--- config.mk ---
export PLATFORM = sky130hd
export DESIGN_NAME = sdram_arbiter
export DESIGN_NICKNAME = d
export VERILOG_FILES = /design/src/rtl/sdram_arbiter.sv
export SDC_FILE = /design/constraint.sdc
export NUM_CORES = 1
export LEC_CHECK = 0
export CAP_MARGIN = 10
export CORE_ASPECT_RATIO = 0.9
export CORE_MARGIN = 2
export CORE_UTILIZATION = 29
export CTS_CLUSTER_SIZE = 12
export DETAILED_ROUTE_END_ITERATION = 8
export PLACE_DENSITY = 0.83
export SYNTH_ARGS = -nofsm -noshare
export SYNTH_HDL_FRONTEND = slang
export SYNTH_SLANG_ARGS = --single-unit
--- constraint.sdc ---
create_clock -name clk_i -period 2.05 [get_ports clk_i]
set_input_delay 0.205 -clock clk_i [delete_from_list [all_inputs] [get_ports clk_i]]
set_output_delay 0.205 -clock clk_i [all_outputs]
set_load 0.1 [all_outputs]
--- src/rtl/sdram_arbiter.sv ---
// Shares one SDRAM controller port between video scanout (V) and the CPU bridge (C).
// Video has fixed priority, limited by a CPU anti-starvation streak and a grant watchdog.
module sdram_arbiter #(
  parameter int MAX_V_CONSEC = 4,
  parameter int TIMEOUT      = 1024,
  parameter int TO_BITS      = 11
) (
  input  logic        clk_i,
  input  logic        rst_ni,
  input  logic        v_rd_i,
  input  logic [23:0] v_addr_x16_i,
  output logic        v_rdy_o,
  output logic [15:0] v_rdata_o,
  input  logic        v_ack_i,
  input  logic        c_rd_i,
  input  logic        c_wr_i,
  input  logic [23:0] c_addr_x16_i,
  input  logic [15:0] c_wdata_i,
  output logic        c_rdy_o,
  output logic [15:0] c_rdata_o,
  input  logic        c_ack_i,
  output logic        sdram_rd_o,
  output logic        sdram_wr_o,
  output logic [23:0] sdram_addr_x16_o,
  output logic [15:0] sdram_wdata_o,
  input  logic        sdram_rdy_i,
  output logic        sdram_ack_o,
  input  logic [15:0] sdram_rdata_i,
  output logic [1:0]  owner_o,
  output logic        timeout_o
);

  localparam int STREAK_BITS = $clog2(MAX_V_CONSEC + 1);
  localparam logic [STREAK_BITS-1:0] STREAK_MAX = STREAK_BITS'(MAX_V_CONSEC);
  localparam logic [TO_BITS-1:0]     WDOG_LIMIT = TO_BITS'(TIMEOUT);

  typedef enum logic [1:0] {
    ST_IDLE  = 2'b00,
    ST_GNT_V = 2'b01,
    ST_GNT_C = 2'b10,
    ST_TURN  = 2'b11
  } state_t;

  state_t                 state_r;
  logic [STREAK_BITS-1:0] streak_r;
  logic [TO_BITS-1:0]     wdog_r;

  logic        v_pend_s;
  logic        c_pend_s;
  logic        v_wins_s;
  logic        own_v_s;
  logic        own_c_s;
  logic        own_ack_s;
  logic        expire_s;
  logic        release_s;
  logic [15:0] shared_rdata_s;

  // Ownership decode, arbitration decision and release conditions
  always_comb begin
    v_pend_s  = v_rd_i;
    c_pend_s  = c_rd_i | c_wr_i;
    v_wins_s  = v_pend_s && (!c_pend_s || (streak_r < STREAK_MAX));
    own_v_s   = (state_r == ST_GNT_V);
    own_c_s   = (state_r == ST_GNT_C);
    own_ack_s = (own_v_s & v_ack_i) | (own_c_s & c_ack_i);
    expire_s  = (own_v_s | own_c_s) && (wdog_r == WDOG_LIMIT);
    release_s = own_ack_s | expire_s;
  end

  // Route the owner's request downstream and return rdy only to the owner
  always_comb begin
    sdram_rd_o       = 1'b0;
    sdram_wr_o       = 1'b0;
    sdram_addr_x16_o = 24'h000000;
    sdram_wdata_o    = 16'h0000;
    v_rdy_o          = 1'b0;
    c_rdy_o          = 1'b0;
    case (state_r)
      ST_GNT_V: begin
        sdram_rd_o       = v_rd_i & ~release_s;
        sdram_addr_x16_o = v_addr_x16_i;
        v_rdy_o          = sdram_rdy_i;
      end
      ST_GNT_C: begin
        sdram_rd_o       = c_rd_i & ~release_s;
        sdram_wr_o       = c_wr_i & ~release_s;
        sdram_addr_x16_o = c_addr_x16_i;
        sdram_wdata_o    = c_wdata_i;
        c_rdy_o          = sdram_rdy_i;
      end
      default: begin
        sdram_rd_o = 1'b0;
      end
    endcase
  end

  // Read data is broadcast but only non-zero while the current owner sees rdy
  always_comb begin
    if ((own_v_s | own_c_s) && sdram_rdy_i) begin
      shared_rdata_s = sdram_rdata_i;
    end else begin
      shared_rdata_s = 16'h0000;
    end
  end

  assign v_rdata_o = shared_rdata_s;
  assign c_rdata_o = shared_rdata_s;
  assign owner_o   = {own_c_s, own_v_s};
  // A release coinciding with reset is swallowed so no ack escapes downstream
  assign sdram_ack_o = release_s & rst_ni;
  assign timeout_o   = expire_s & ~own_ack_s & rst_ni;

  // Arbitration FSM with streak counter and grant watchdog
  always_ff @(posedge clk_i) begin
    if (!rst_ni) begin
      state_r  <= ST_IDLE;
      streak_r <= '0;
      wdog_r   <= '0;
    end else begin
      case (state_r)
        ST_IDLE, ST_TURN: begin
          wdog_r <= '0;
          if (v_wins_s) begin
            state_r <= ST_GNT_V;
            if (!c_pend_s) begin
              streak_r <= '0;
            end else if (streak_r < STREAK_MAX) begin
              streak_r <= streak_r + STREAK_BITS'(1);
            end else begin
              streak_r <= STREAK_MAX;
            end
          end else if (c_pend_s) begin
            state_r  <= ST_GNT_C;
            streak_r <= '0;
          end else begin
            state_r <= ST_IDLE;
          end
        end
        ST_GNT_V, ST_GNT_C: begin
          if (release_s) begin
            state_r <= ST_TURN;
            wdog_r  <= '0;
          end else begin
            wdog_r <= wdog_r + TO_BITS'(1);
          end
        end
        default: begin
          state_r  <= ST_IDLE;
          streak_r <= '0;
          wdog_r   <= '0;
        end
      endcase
    end
  end

endmodule
After elaboration in Yosys (flattened, before gate mapping)
Cells that the tools add are included.
W data, S select, Z words.
{ "totals": {"regBits": 16, "in_bits": 88, "out_inout_bits": 80, "word_cells": 52} }
{ "op_classes": {"add_sub_neg": 2, "order_cmp": 1, "eq_ne": 5, "mux": 17, "n_bitwise": 14, "reduce_logical": 10} }
{ "op_table": {"columns": ["cell", "count"], "rows": [
  ["$pmux W24 S2", 1],
  ["$mux W16", 2],
  ["$pmux W11 S2", 1],
  ["$mux W3", 4],
  ["$add A11 B1 Y11 const B", 1],
  ["$eq A11 B11 Y1 const B", 1],
  ["$mux W11", 1],
  ["$and A1 B1 Y1", 8],
  ["$mux W2", 3],
  ["$eq A2 B2 Y1 const B", 2],
  ["$or A1 B1 Y1", 4],
  ["$pmux W2 S2", 1],
  ["$reduce_or A2 Y1", 2],
  ["$add A3 B1 Y3 const B", 1],
  ["$logic_and A1 B1 Y1", 3],
  ["$lt A3 B3 Y1 const B", 1],
  ["$mux W1", 3],
  ["$eq A2 B1 Y1 const B", 1],
  ["$logic_not A2 Y1", 1],
  ["$ne A2 B2 Y1 const B", 1],
  ["$not A1 Y1", 2],
  ["$pmux W1 S2", 1],
  ["$reduce_and A2 Y1", 1],
  ["$reduce_bool A2 Y1", 1],
  ["2 further kinds", 2]
]} }

Depth between registers and ports, before layout
{ "logic_depth": {"depth_word": 7, "mapped_depth": 7, "depth_no_buf": 5} }

Least setup slack after synthesis
No wires, ideal clock.
{ "synth_timing": {"kind": "reg-to-output", "start": "register state_r[0]", "end": "output port sdram_rd_o", "arrival_ps": 3946, "t_required_ps": 1845, "setup_slack_ps": -2101, "path_stages_with_launch": 7, "path_buffers": 1, "cell_sequence": "dfxtp_1 -> inv_1 -> ha_1 -> nor4_1 -> and4_1 -> clkbuf_4 -> nor4_1"} }
{ "synth_via": {"elab_chain_cells": 7, "elab_cells_between_ends": 12, "classes_between": "eq/ne (2); mux (1); bitwise (8); reduce/logical (1)"} }
{ "synth_lines": {"columns": ["item", "line", "source"], "rows": [
  ["from (decl)", "44", "state_t state_r;"],
  ["from (signal assigned)", "116", "state_r <= ST_IDLE;"],
  ["from (signal assigned)", "124", "state_r <= ST_GNT_V;"],
  ["from (signal assigned)", "133", "state_r <= ST_GNT_C;"],
  ["$eq A2 B1 Y1 or $eq A2 B2 Y1 (tied branches)", "63, 78, 64", null],
  ["$and A1 B1 Y1 or $or A1 B1 Y1 (tied branches)", "65, 66", null],
  ["$or A1 B1 Y1 or $logic_and A1 B1 Y1 (tied branches)", "65, 66", null],
  ["$or A1 B1 Y1", "67", "release_s = own_ack_s | expire_s;"],
  ["$not A1 Y1", "80, 85", null],
  ["$and A1 B1 Y1 (on tied branches)", "85, 80", null],
  ["$pmux W1 S2 *", "78", "case (state_r)"],
  ["to (decl)", "22", "output logic sdram_rd_o,"]
]} }
Mark *: on every way between the ends. The rest lies on a longest branch, timed or not.

Worst setup path in the final report
{ "layout_timing": {"start": "register state_r[0]", "end": "output port timeout_o"} }
{ "layout_via": {"elab_chain_cells": 6, "elab_cells_between_ends": 10, "classes_between": "eq/ne (2); bitwise (7); reduce/logical (1)"} }
{ "layout_lines": {"columns": ["item", "line", "source"], "rows": [
  ["$eq A2 B1 Y1 or $eq A2 B2 Y1 (tied branches)", "63, 64", null],
  ["$and A1 B1 Y1", "65", "own_ack_s = (own_v_s & v_ack_i) | (own_c_s & c_ack_i);"],
  ["$or A1 B1 Y1", "65", null],
  ["$not A1 Y1", "111", "assign timeout_o = expire_s & ~own_ack_s & rst_ni;"],
  ["$and A1 B1 Y1 * (2 in series)", "111", null],
  ["to (decl)", "30", "output logic timeout_o"]
]} }
Marked as above.

==> reports/results.tsv <==
metric	value	unit
power_density	1800	nW/um^2
slowest_delay	0.34	ns
syn2layout_area_growth	182	%
grt_pass1_wl	12900	microns
hold_end	wdog_r[0]$_SDFF_PP0_	
use_met1	28.5	%
finalSetupViolCount	2	
firstDrtPassIters	4	
cts_tree	built	
synthCells	208	
syn_area	1550	sq um
row_count	25	
met3_usage	5.41	%
die_area	5960	sq um
cts-root-buf	clkbuf_8	
synthTopCellsByArea	dfxtp_1 21%, and2_1 14%, a22oi_1 12%, buf_4 8.7%, nor2_1 6.3%	
fin_util	84.0	%
grt_max_degree	39	
cp-end-kind	primary output	
wl_per_cell	23.0	microns
timing.hold.ws	0.438	ns
synth_cell_type_count	40	
grt_pass1_vias	2274	
r2r_start	state_r[0]$_SDFFE_PN0P_	
most-common-layout-cells	87 x clkdlybuf4s50_1, 81 x buf_12, 25 x a22oi_1, 20 x nor2_4, 18 x and2_1	
worstPathRequired	1.85	ns
cts_made_buffers	3	
drc	0	
drt_iter0_drc	106	
ys_warn_count	0	
min_period_over_period	103	%
synth_nets	301	
die_w	81.2	microns
clkSlewWorstSetupHoldPaths	0.06	ns
synth-seq-cells	16	
grt_antenna_before_repair	0	
gp_congestion	0.843	
finalHoldViolCount	0	
synth_top_area_share	20.6	%
min_from	wdog_r[0]$_SDFF_PP0_	
cp.arrival	1.90	ns
max_slew_margin	70.0	%
routed_wirelength	9800	microns
layout_commonest_cell	clkdlybuf4s50_1	
violations	negative setup slack	
post-route-min-period	2.11	ns
reg2reg_slack	0.11	ns
num_io_pins	168	
tns	-0.0743	ns
num_vias	2271	
cts_num_sinks	16	
crit_buf_inv	2	
busiest_layer	met2	
grtUsageMet2	59.2	%
outcome	finished with violations	
track_usage	29.2	%
final_nets	455	
antenna_left	0	
whs_path_depth	1	
vias_per_cell	5.32	
slowest_stage	dfxtp_2	
place.port_buffers	167	
drv_cap	0	
syn_area_per_cell	7.47	sq um
die_h	73.4	microns
min_path_type	reg -> reg	
cp_max_fo	4	
drive_above_1_share	43.3	%
ctsLongestPathBuffers	2	
cp_top_family	simple AND/OR/NAND/NOR gates	
htreeDepth	1	
initial_core_util	29.7	%
pre_cts_slack	0.115	ns
clock.fmax	474	MHz
antenna_cells	0	
seq_area_frac_synth	20.6	%
overflow	0	
path_class	reg -> out	
yosys.area.top_type	dfxtp_1	
reg2regPathDepth	7	
timing.rr.end	wdog_r[6]$_SDFF_PP0_	
hpwl	7020	microns
finalWorstSetupSlack	-0.0597	ns
worstPathCellList	inv_2 > ha_4 > nor4_2 > and4_4 > and3_2 > buf_12	
coreArea	5220	sq um
rsz0062_at_grt	yes	
clock_skew	0.00423	ns
power.total	7.92	mW
cellLeakagePower	1.64	nW
ir_worst_vdd	1.48	mV
worstMarginPinSlew	0.446	ns
clk_latency	0.25	ns
nFillCells	220	
drv_slew	0	
cp-start-kind	register	
## where the power goes
part	total (mW)	internal, mW	switching (mW)
Combinational	7.29	2.60	4.69
Sequential	0.398	0.360	0.0381
Clock	0.234	0.130	0.104
Total	7.92	3.09	4.83
## flip-flops by register name (all words and copies together) (netlist names)
signal    count
wdog_r       11
streak_r      3
state_r       2
## layer usage
layer | vias to the layer above | share of wire (%)
met3 | 46 | 6.8
met1 | 1070 | 33
met2 | 123 | 55
li1 | 1032 | -
met4 | 0 | 5.5
met5 | - | 0
## kinds of logic after synthesis
family | synth area share [%]
AND/OR/NAND/NOR | 33.9
flip-flops | 20.6
XOR/XNOR | 1.69
adder cells (fa/ha/maj) | 4.03
multiplexers | 0.644
buffers and inverters | 15.3
AO/OA/AOI/OAI | 23.8
## what timing repair did
| item | CTS | global route |
|---|---|---|
| hold buffers | 0 | 0 |
| resized for setup | 4 | 13 |
| endpoints found under the setup margin | 26 | 36 |
| hold endpoints to repair | 0 | 0 |
| cloned | 1 | 1 |
| pin swaps | 1 | 3 |
| setup buffers | 1 | 4 |
## layout make-up
class,count,area [sq um],area share [%]
Inverter,7,26.3,0.599
Tap cell,67,83.8,1.91
Clock buffer,3,41.3,0.941
Multi-Input combinational cell,152,1260,28.7
Timing Repair Buffer,182,2650,60.4
Sequential cell,16,328,7.47
## metrics by stage
step                      cell area (sq um)  cells
after floorplan                        1820    208
after global placement                 4230    417
after detailed placement               4230    417
after CTS                              4320    422
after global routing                   4390    427
final                                  4390    427
## cells in the mapped netlist
cell / n
a2111oi_0: 1
a211oi_1: 4
a211oi_2: 1
a21bo_2: 1
a21boi_0: 1
a22o_1: 1
a22oi_1: 25
a32oi_1: 2
and2_1: 34
and3_1: 1
and4_1: 1
buf_1: 4
buf_4: 18
buf_6: 1
clkbuf_1: 8
clkbuf_4: 1
dfxtp_1: 16
dlymetal6s2s_1: 1
ha_1: 5
inv_1: 7
mux2i_1: 1
nand2_1: 2
nand3_1: 4
nand3b_1: 2
nand4_1: 2
nand4_2: 1
nor2_1: 26
nor2b_1: 4
nor3_1: 5
nor3b_1: 1
nor4_1: 3
nor4b_1: 1
o211a_1: 2
o21a_1: 3
o21ai_0: 6
o31ai_1: 2
or3_1: 6
or4_4: 1
xnor2_1: 2
xor2_1: 1
## worst max-delay path by stage
stage | cells past startpoint | startpoint | endpoint
finish | 6 | state_r[0]$_SDFFE_PN0P_ | timeout_o
global route | 6 | state_r[0]$_SDFFE_PN0P_ | timeout_o
CTS | 6 | state_r[1]$_SDFFE_PN0P_ | c_rdata_o[3]
detailed placement | 6 | state_r[1]$_SDFFE_PN0P_ | sdram_rd_o
global placement | 6 | state_r[1]$_SDFFE_PN0P_ | sdram_rd_o
floorplan | 5 | state_r[1]$_SDFFE_PN0P_ | sdram_rd_o
(Power assumes the default switching activity.)
